**src/rtl/cell_bank_pkg.sv**
```systemverilog
`default_nettype none
// ============================================================================
//  Module      : cell_bank_pkg
//  Description : Shared definitions for the cell bank controller: command
//                opcodes, controller state encoding and the settle counter
//                width helper.
//  Revision    : 1.0 - initial release
// ============================================================================
package cell_bank_pkg;

    // Command opcodes carried on cmd_op
    localparam logic [2:0] OP_NOP     = 3'd0;
    localparam logic [2:0] OP_WRITE   = 3'd1;
    localparam logic [2:0] OP_SET     = 3'd2;
    localparam logic [2:0] OP_CLEAR   = 3'd3;
    localparam logic [2:0] OP_READ    = 3'd4;
    localparam logic [2:0] OP_LAT_ON  = 3'd5;
    localparam logic [2:0] OP_LAT_OFF = 3'd6;
    localparam logic [2:0] OP_ILL     = 3'd7;

    // Controller state encoding
    typedef enum logic [1:0] {
        ST_IDLE   = 2'd0,
        ST_DRIVE  = 2'd1,
        ST_SETTLE = 2'd2,
        ST_CHECK  = 2'd3
    } state_t;

    // Width of a down counter that must hold the value SETTLE
    function automatic int settle_cnt_w(input int settle);
        return (settle < 1) ? 1 : $clog2(settle + 1);
    endfunction

endpackage
`default_nettype wire

```
**src/rtl/cell_bank_ctrl_if.sv**
```systemverilog
`default_nettype none
// ============================================================================
//  Module      : cell_bank_ctrl_if
//  Description : Command / response bus between a register-access master and
//                the cell bank controller.
//                master : drives cmd_valid/cmd_op/cmd_data, observes
//                         cmd_ready and the rsp_* strobe.
//                slave  : the controller side.
//  Revision    : 1.0 - initial release
// ============================================================================
interface cell_bank_ctrl_if #(
    parameter int WIDTH = 8
);
    logic             cmd_valid;
    logic             cmd_ready;
    logic [2:0]       cmd_op;
    logic [WIDTH-1:0] cmd_data;
    logic             rsp_valid;
    logic [WIDTH-1:0] rsp_data;
    logic             rsp_err;

    modport master (
        output cmd_valid, cmd_op, cmd_data,
        input  cmd_ready, rsp_valid, rsp_data, rsp_err
    );

    modport slave (
        input  cmd_valid, cmd_op, cmd_data,
        output cmd_ready, rsp_valid, rsp_data, rsp_err
    );
endinterface
`default_nettype wire

```
**src/rtl/settle_timer.sv**
```systemverilog
`default_nettype none
// ============================================================================
//  Module      : settle_timer
//  Description : Loadable down counter. load reloads LOAD_VAL, dec counts
//                down (saturating at zero). done is high while the count is
//                one, i.e. in the last cycle of the timed window.
//  Ports       : clk, rst (sync, active high), load, dec -> done
//  Revision    : 1.0 - initial release
// ============================================================================
module settle_timer #(
    parameter int CNT_W    = 2,
    parameter int LOAD_VAL = 2
) (
    input  wire logic clk,
    input  wire logic rst,
    input  wire logic load,
    input  wire logic dec,
    output logic      done
);
    localparam logic [CNT_W-1:0] C_LOAD = LOAD_VAL[CNT_W-1:0];
    localparam logic [CNT_W-1:0] C_ONE  = {{(CNT_W-1){1'b0}}, 1'b1};

    logic [CNT_W-1:0] r_cnt;

    always_ff @(posedge clk) begin
        if (rst) begin
            r_cnt <= '0;
        end else if (load) begin
            r_cnt <= C_LOAD;
        end else if (dec && (r_cnt != '0)) begin
            r_cnt <= r_cnt - C_ONE;
        end
    end

    assign done = (r_cnt == C_ONE);
endmodule
`default_nettype wire

```
**src/rtl/cell_bank_ctrl.sv**
```systemverilog
`default_nettype none
// ============================================================================
//  Module      : cell_bank_ctrl
//  Description : Sequences a bank of WIDTH storage cells from single-beat
//                commands (WRITE/SET/CLEAR/READ/LAT_ON/LAT_OFF). Drive
//                commands pulse the cell pins for one cycle, wait SETTLE
//                cycles, then read the bank back and return a one-cycle
//                response.
//  Ports       : clk, rst          - clock, sync active-high reset
//                bus (slave)       - cmd_valid/ready/op/data, rsp_valid/data/err
//                bank_d/en/sln/sd  - cell data, enable, sync load (low), load value
//                bank_lat          - cell latch-mode select
//                bank_q            - cell outputs
//                busy              - controller not idle
//  Options     : CELL_CHECK_EN - compare readback against the expected value
//                after WRITE/SET/CLEAR and flag a mismatch on rsp_err.
//  Revision    : 1.0 - initial release
// ============================================================================
module cell_bank_ctrl
    import cell_bank_pkg::*;
#(
    parameter int WIDTH  = 8,
    parameter int SETTLE = 2
) (
    input  wire logic             clk,
    input  wire logic             rst,
    cell_bank_ctrl_if.slave       bus,
    output logic [WIDTH-1:0]      bank_d,
    output logic                  bank_en,
    output logic                  bank_sln,
    output logic                  bank_sd,
    output logic                  bank_lat,
    input  wire logic [WIDTH-1:0] bank_q,
    output logic                  busy
);
    localparam int CNT_W = settle_cnt_w(SETTLE);

    state_t           r_state;
    logic [WIDTH-1:0] r_bank_d;
    logic             r_bank_en;
    logic             r_bank_sln;
    logic             r_bank_sd;
    logic             r_bank_lat;
    logic             r_rsp_valid;
    logic [WIDTH-1:0] r_rsp_data;
    logic             r_rsp_err;
`ifdef CELL_CHECK_EN
    logic [WIDTH-1:0] r_expected;
`endif

    logic w_timer_load;
    logic w_timer_dec;
    logic w_timer_done;

    // Load at the end of DRIVE so the first SETTLE cycle sees the full count
    assign w_timer_load = (r_state == ST_DRIVE);
    assign w_timer_dec  = (r_state == ST_SETTLE);

    settle_timer #(
        .CNT_W    (CNT_W),
        .LOAD_VAL (SETTLE)
    ) u_settle_timer (
        .clk  (clk),
        .rst  (rst),
        .load (w_timer_load),
        .dec  (w_timer_dec),
        .done (w_timer_done)
    );

    always_ff @(posedge clk) begin
        if (rst) begin
            r_state     <= ST_IDLE;
            r_bank_d    <= '0;
            r_bank_en   <= 1'b0;
            r_bank_sln  <= 1'b1;
            r_bank_sd   <= 1'b0;
            r_bank_lat  <= 1'b0;
            r_rsp_valid <= 1'b0;
            r_rsp_data  <= '0;
            r_rsp_err   <= 1'b0;
`ifdef CELL_CHECK_EN
            r_expected  <= '0;
`endif
        end else begin
            r_rsp_valid <= 1'b0;
            case (r_state)
                ST_IDLE: begin
                    if (bus.cmd_valid) begin
                        case (bus.cmd_op)
                            OP_WRITE: begin
                                r_bank_d  <= bus.cmd_data;
                                r_bank_en <= 1'b1;
`ifdef CELL_CHECK_EN
                                r_expected <= bus.cmd_data;
`endif
                                r_state   <= ST_DRIVE;
                            end
                            OP_SET, OP_CLEAR: begin
                                r_bank_sln <= 1'b0;
                                r_bank_sd  <= (bus.cmd_op == OP_SET);
                                r_bank_en  <= 1'b1;
`ifdef CELL_CHECK_EN
                                r_expected <= {WIDTH{bus.cmd_op == OP_SET}};
`endif
                                r_state    <= ST_DRIVE;
                            end
                            OP_READ, OP_LAT_ON, OP_LAT_OFF, OP_ILL: begin
                                // No cell activity: respond straight away
                                if (bus.cmd_op == OP_LAT_ON) begin
                                    r_bank_lat <= 1'b1;
                                end
                                if (bus.cmd_op == OP_LAT_OFF) begin
                                    r_bank_lat <= 1'b0;
                                end
                                r_rsp_valid <= 1'b1;
                                r_rsp_data  <= bank_q;
                                r_rsp_err   <= (bus.cmd_op == OP_ILL);
                                r_state     <= ST_CHECK;
                            end
                            default: begin
                                // NOP: accepted and dropped
                            end
                        endcase
                    end
                end
                ST_DRIVE: begin
                    // Latch mode keeps the cells transparent through SETTLE
                    r_bank_en  <= r_bank_lat;
                    r_bank_sln <= 1'b1;
                    r_bank_sd  <= 1'b0;
                    r_state    <= ST_SETTLE;
                end
                ST_SETTLE: begin
                    if (w_timer_done) begin
                        r_bank_en   <= 1'b0;
                        r_rsp_valid <= 1'b1;
                        r_rsp_data  <= bank_q;
`ifdef CELL_CHECK_EN
                        r_rsp_err   <= (bank_q != r_expected);
`else
                        r_rsp_err   <= 1'b0;
`endif
                        r_state     <= ST_CHECK;
                    end
                end
                ST_CHECK: begin
                    r_state <= ST_IDLE;
                end
                default: begin
                    r_state <= ST_IDLE;
                end
            endcase
        end
    end

    assign bus.cmd_ready = (r_state == ST_IDLE);
    assign busy          = (r_state != ST_IDLE);
    assign bus.rsp_valid = r_rsp_valid;
    assign bus.rsp_data  = r_rsp_data;
    assign bus.rsp_err   = r_rsp_err;
    assign bank_d        = r_bank_d;
    assign bank_en       = r_bank_en;
    assign bank_sln      = r_bank_sln;
    assign bank_sd       = r_bank_sd;
    assign bank_lat      = r_bank_lat;
endmodule
`default_nettype wire

```
**src/flat_wrapper.sv**
```systemverilog
// flat-port wrapper written by rule: the top's interface ports become plain ports
module cell_bank_ctrl_flat import cell_bank_pkg::*;
#(
    parameter int WIDTH  = 8,
    parameter int SETTLE = 2
)
  (clk, rst, bank_d, bank_en, bank_sln, bank_sd, bank_lat, bank_q, busy, bus_cmd_valid, bus_cmd_op, bus_cmd_data, bus_cmd_ready, bus_rsp_valid, bus_rsp_data, bus_rsp_err);
  cell_bank_ctrl_if #(.WIDTH(WIDTH)) bus_i ();
  input  wire logic clk;
  input  wire logic rst;
  output logic [WIDTH-1:0] bank_d;
  output logic bank_en;
  output logic bank_sln;
  output logic bank_sd;
  output logic bank_lat;
  input  wire logic [WIDTH-1:0] bank_q;
  output logic busy;
  input wire logic [$bits(bus_i.cmd_valid)-1:0] bus_cmd_valid;
  input wire logic [$bits(bus_i.cmd_op)-1:0] bus_cmd_op;
  input wire logic [$bits(bus_i.cmd_data)-1:0] bus_cmd_data;
  output wire logic [$bits(bus_i.cmd_ready)-1:0] bus_cmd_ready;
  output wire logic [$bits(bus_i.rsp_valid)-1:0] bus_rsp_valid;
  output wire logic [$bits(bus_i.rsp_data)-1:0] bus_rsp_data;
  output wire logic [$bits(bus_i.rsp_err)-1:0] bus_rsp_err;
  assign bus_i.cmd_valid = bus_cmd_valid;
  assign bus_i.cmd_op = bus_cmd_op;
  assign bus_i.cmd_data = bus_cmd_data;
  assign bus_cmd_ready = bus_i.cmd_ready;
  assign bus_rsp_valid = bus_i.rsp_valid;
  assign bus_rsp_data = bus_i.rsp_data;
  assign bus_rsp_err = bus_i.rsp_err;
  cell_bank_ctrl #(.WIDTH(WIDTH), .SETTLE(SETTLE)) u_core (.clk(clk), .rst(rst), .bus(bus_i), .bank_d(bank_d), .bank_en(bank_en), .bank_sln(bank_sln), .bank_sd(bank_sd), .bank_lat(bank_lat), .bank_q(bank_q), .busy(busy));
endmodule
```
**config.mk**
```make
export PLATFORM = sky130hd
export DESIGN_NAME = cell_bank_ctrl_flat
export DESIGN_NICKNAME = d
export VERILOG_FILES = /design/src/rtl/cell_bank_pkg.sv /design/src/rtl/cell_bank_ctrl_if.sv /design/src/rtl/settle_timer.sv /design/src/rtl/cell_bank_ctrl.sv /design/src/flat_wrapper.sv
export SDC_FILE = /design/constraint.sdc
export NUM_CORES = 1
export LEC_CHECK = 0
export CORE_AREA = 3 3 58 60
export CTS_BUF_LIST = sky130_fd_sc_hd__clkbuf_2
export CTS_CLUSTER_SIZE = 20
export DETAILED_ROUTE_END_ITERATION = 10
export DIE_AREA = 0 0 61 63
export GPL_TIMING_DRIVEN = 1
export HOLD_SLACK_MARGIN = 0.1
export PLACE_DENSITY = 0.81
export SYNTH_ARGS = -nofsm -noshare
export SYNTH_HDL_FRONTEND = slang
export SYNTH_SLANG_ARGS = --single-unit
```
**constraint.sdc**
```tcl
create_clock -name clk -period 1.6 [get_ports clk]
set_clock_uncertainty 0.05 [all_clocks]
set_input_delay 0.32 -clock clk [delete_from_list [all_inputs] [get_ports clk]]
set_output_delay 0.32 -clock clk [all_outputs]
set_load 0.01 [all_outputs]
```
==> insert_results.sql <==
INSERT INTO impl_metrics (metric_group, metric, value, unit) VALUES
('status', 'status', 'finished, violations left', ''),
('status', 'failed_checks', 'negative setup slack', ''),
('floorplanning', 'dieArea', '3840', 'um2'),
('detailed_routing', 'drtPass1Iterations', '4', ''),
('yosys', 'synth_edf_count', '0', ''),
('sta', 'max_slew.worst_pin.slew', '0.283', 'ns'),
('worst_hold_path', 'min_path_type', 'reg -> reg', ''),
('yosys', 'synth.yosys.warnings', '0', ''),
('setup_path', 'cp-end-kind', 'register', ''),
('pwr', 'ir_worst_vdd', '0.627', 'mV'),
('yosys', 'synth_largest_area_cell', 'sky130_fd_sc_hd__dfxtp_1', ''),
('floorplanning', 'die_height', '63', 'um'),
('pwr', 'leakagePower', '0.000967', 'uW'),
('clocking', 'insertion_delay', '0.35', 'ns'),
('yosys', 'synth-seq-cells', '26', ''),
('clocking', 'numCtsBuffers', '3', ''),
('layout', 'fin_area', '1970', 'um2'),
('clocking', 'holdBufCountCts', '0', ''),
('clocking', 'clkTransAtPathRegs', '0.24', 'ns'),
('grt', 'grt_first_pass_wirelength', '5150', 'um'),
('floorplanning', 'floorplan.initialDensity', '0.379', ''),
('setup_path', 'cp_cell_sequence', 'inv_2, ha_4, buf_6, nor2b_4, a311oi_2, buf_4, nor2_2, nor3_2', ''),
('sta', 'setup_viol', '12', ''),
('floorplanning', 'rows', '20', ''),
('placement', 'detailed_place_hpwl', '2210', 'um'),
('setup_path', 'criticalPathCategory', 'reg -> reg', ''),
('yosys', 'mappedNetlistArea', '1130', 'um2'),
('worst_hold_path', 'holdCritStartpoint', 'u_core.bank_en$_SDFFE_PP0P_', ''),
('setup_path', 'cp_slowest_stage_delay', '0.42', 'ns'),
('setup_path', 'regToRegStartpoint', 'u_core.r_state[1]$_SDFFE_PP0P_', ''),
('layout', 'nFillCells', '224', ''),
('sta', 'achievable_frequency', '589', 'MHz'),
('detailed_routing', 'drt_wl_total', '3260', 'um'),
('yosys', 'syn-instance-count', '120', ''),
('setup_path', 'critPathLaunchType', 'register', ''),
('layout', 'post_route_cells_drive_above_1_share', '0.375', ''),
('sta', 'post-route-worst-setup-slack', '-0.0984', 'ns'),
('floorplanning', 'core_area', '2980', 'um2'),
('pwr', 'power.density_cell_area', '1690', 'nW/um2'),
('floorplanning', 'design.portCount', '46', ''),
('detailed_routing', 'drt_iter0_drc', '62', ''),
('grt', 'globalRouteMet1Util', '0.201', ''),
('sta', 'final_period_minus_worst_setup_slack', '1.70', 'ns'),
('setup_path', 'required_arrival_time_at_the_worst_endpoint', '1.84', 'ns'),
('setup_path', 'r2r_setup_slack', '-0.1', 'ns'),
('placement', 'placed_area', '1740', 'um2'),
('layout', 'final_common_cell', 'sky130_fd_sc_hd__nor2_1', ''),
('placement', 'gp_congestion', '0.907', ''),
('yosys', 'post_synth_main_area_contributors', 'sky130_fd_sc_hd__dfxtp_1, sky130_fd_sc_hd__mux2i_1, sky130_fd_sc_hd__nor2_1', ''),
('yosys', 'mappedNetlistNets', '147', ''),
('setup_path', 'worstReg2RegEnd', 'u_core.r_state[0]$_SDFFE_PP0P_', ''),
('detailed_routing', 'drcViolationCount', '0', ''),
('floorplanning', 'dieWidth', '61', 'um'),
('yosys', 'synth-main-ff-cell', 'sky130_fd_sc_hd__dfxtp_1', ''),
('grt', 'global_route.usage.total', '0.176', ''),
('yosys', 'area_share_of_the_largest_cell_type_after_synthesis', '0.461', ''),
('clocking', 'cts_num_sinks', '26', ''),
('worst_hold_path', 'min_delay_path_depth', '2', ''),
('placement', 'port-buffer-count', '45', ''),
('yosys', 'async_reset_ff_frac', '0', ''),
('clocking', 'tritoncts_clock_tree', 'done', ''),
('grt', 'globalRoute.totalOverflow', '0', ''),
('sta', 'finalHoldViolations', '0', ''),
('grt', 'grt_start_max_net_pins', '22', ''),
('layout', 'layout_common_cells', 'sky130_fd_sc_hd__nor2_1, sky130_fd_sc_hd__dlygate4sd2_1, sky130_fd_sc_hd__clkdlybuf4s50_1, sky130_fd_sc_hd__buf_4, sky130_fd_sc_hd__dfxtp_2', ''),
('sta', 'holdWs', '0.452', 'ns'),
('setup_path', 'crit_fanout', '5', ''),
('grt', 'grt_busiest_layer', 'met2', ''),
('grt', 'gr-usage-met3', '0.0331', ''),
('sta', 'timing.final.crit_share', '1.06', ''),
('yosys', 'synth_cell_types', '29', '');
state kept, by name, summed over array words and instances (netlist names):
name,cells
u_core.bank_d,8
u_core.bus.rsp_data,8
u_core.r_state,2
u_core.u_settle_timer.r_cnt,2
u_core.bank_en,1
u_core.bank_lat,1
u_core.bank_sd,1
u_core.bank_sln,1
u_core.bus.rsp_err,1
u_core.bus.rsp_valid,1
logic make-up after synthesis:
family,share of synthesized area
flops,0.461
buf+inv,0.0532
xor+xnor,0.00775
simple gates,0.178
fa+ha+maj,0.0554
mux,0.151
compound gates,0.0941
worst max-delay path, delay by kind of cell, from the launching register on:
family	cells	cell delay [ns]
AO/OA/AOI/OAI	1	0.29
flip-flops	1	0.42
buffers and inverters	3	0.36
adder cells (fa/ha/maj)	1	0.18
AND/OR/NAND/NOR	3	0.34
Yosys cell counts, drive strengths merged (3+ instances only):
| library cell | count |
|---|---|
| o21ai | 3 |
| dfxtp | 26 |
| nor2 | 26 |
| mux2i | 17 |
| nor3 | 3 |
| inv | 8 |
| ha | 5 |
| clkbuf | 3 |
| nand2 | 7 |
per-layer routing:
layer	routed length [um]	share of wire	vias up
met4	75	0.023	0
met2	1750	0.54	30
met5	0	0	-
met1	1310	0.40	559
li1	-	-	550
met3	125	0.038	8
how the worst max path moves through the flow:
stage / startpoint / end / slack (ns)
after floorplan: u_core.r_state[0]$_SDFFE_PP0P_ / u_core.bank_en$_SDFFE_PP0P_ / 0.02
after global placement: bus_cmd_op[2] / u_core.bus.rsp_data[7]$_SDFFE_PP0P_ / -0.19
after detailed placement: bus_cmd_op[2] / u_core.bus.rsp_err$_SDFFE_PP0P_ / -0.23
after CTS: u_core.r_state[1]$_SDFFE_PP0P_ / u_core.bus.rsp_err$_SDFFE_PP0P_ / -0.06
after global routing: u_core.r_state[1]$_SDFFE_PP0P_ / u_core.bus.rsp_data[6]$_SDFFE_PP0P_ / -0.16
final: u_core.r_state[1]$_SDFFE_PP0P_ / u_core.r_state[0]$_SDFFE_PP0P_ / -0.1
through the flow:
stage / setup WS [ns] / utilization / setup TNS, ns / std cells / power (uW)
2_1_floorplan: 0.0226 / - / 0 / 120 / 1680
3_3_place_gp: -0.195 / 0.585 / -3.31 / 210 / 2290
3_5_place_dp: -0.235 / 0.585 / -4.19 / 210 / 2350
4_1_cts: -0.0556 / 0.632 / -0.493 / 221 / 2960
5_1_grt: -0.158 / 0.663 / -1.52 / 225 / 3510
6_report: -0.0984 / 0.663 / -0.799 / 225 / 3330
cell type report:
type	instances	area share
clock buffer	3	0.00760
clock inverter	1	0.0152
timing repair buffer	73	0.337
inverter	8	0.0177
multi-input combinational	81	0.325
tap	33	0.0209
sequential	26	0.277
what timing repair did:
| item | 4_1_cts | 5_1_grt |
|---|---|---|
| buffers inserted | 6 | 4 |
| resized for setup | 63 | 15 |
| endpoints found under the setup margin | 44 | 15 |
| cloned | 1 | 0 |
| endpoints found under the hold margin | 0 | 0 |
| pin swaps | 4 | 7 |
power breakdown:
group | switching, uW | leakage [uW] | internal [uW]
clock network | 196 | 0.0000266 | 215
logic | 914 | 0.000720 | 1120
registers | 85.1 | 0.000220 | 807
total | 1200 | 0.000967 | 2140
Power figures use the tool's default switching activity.
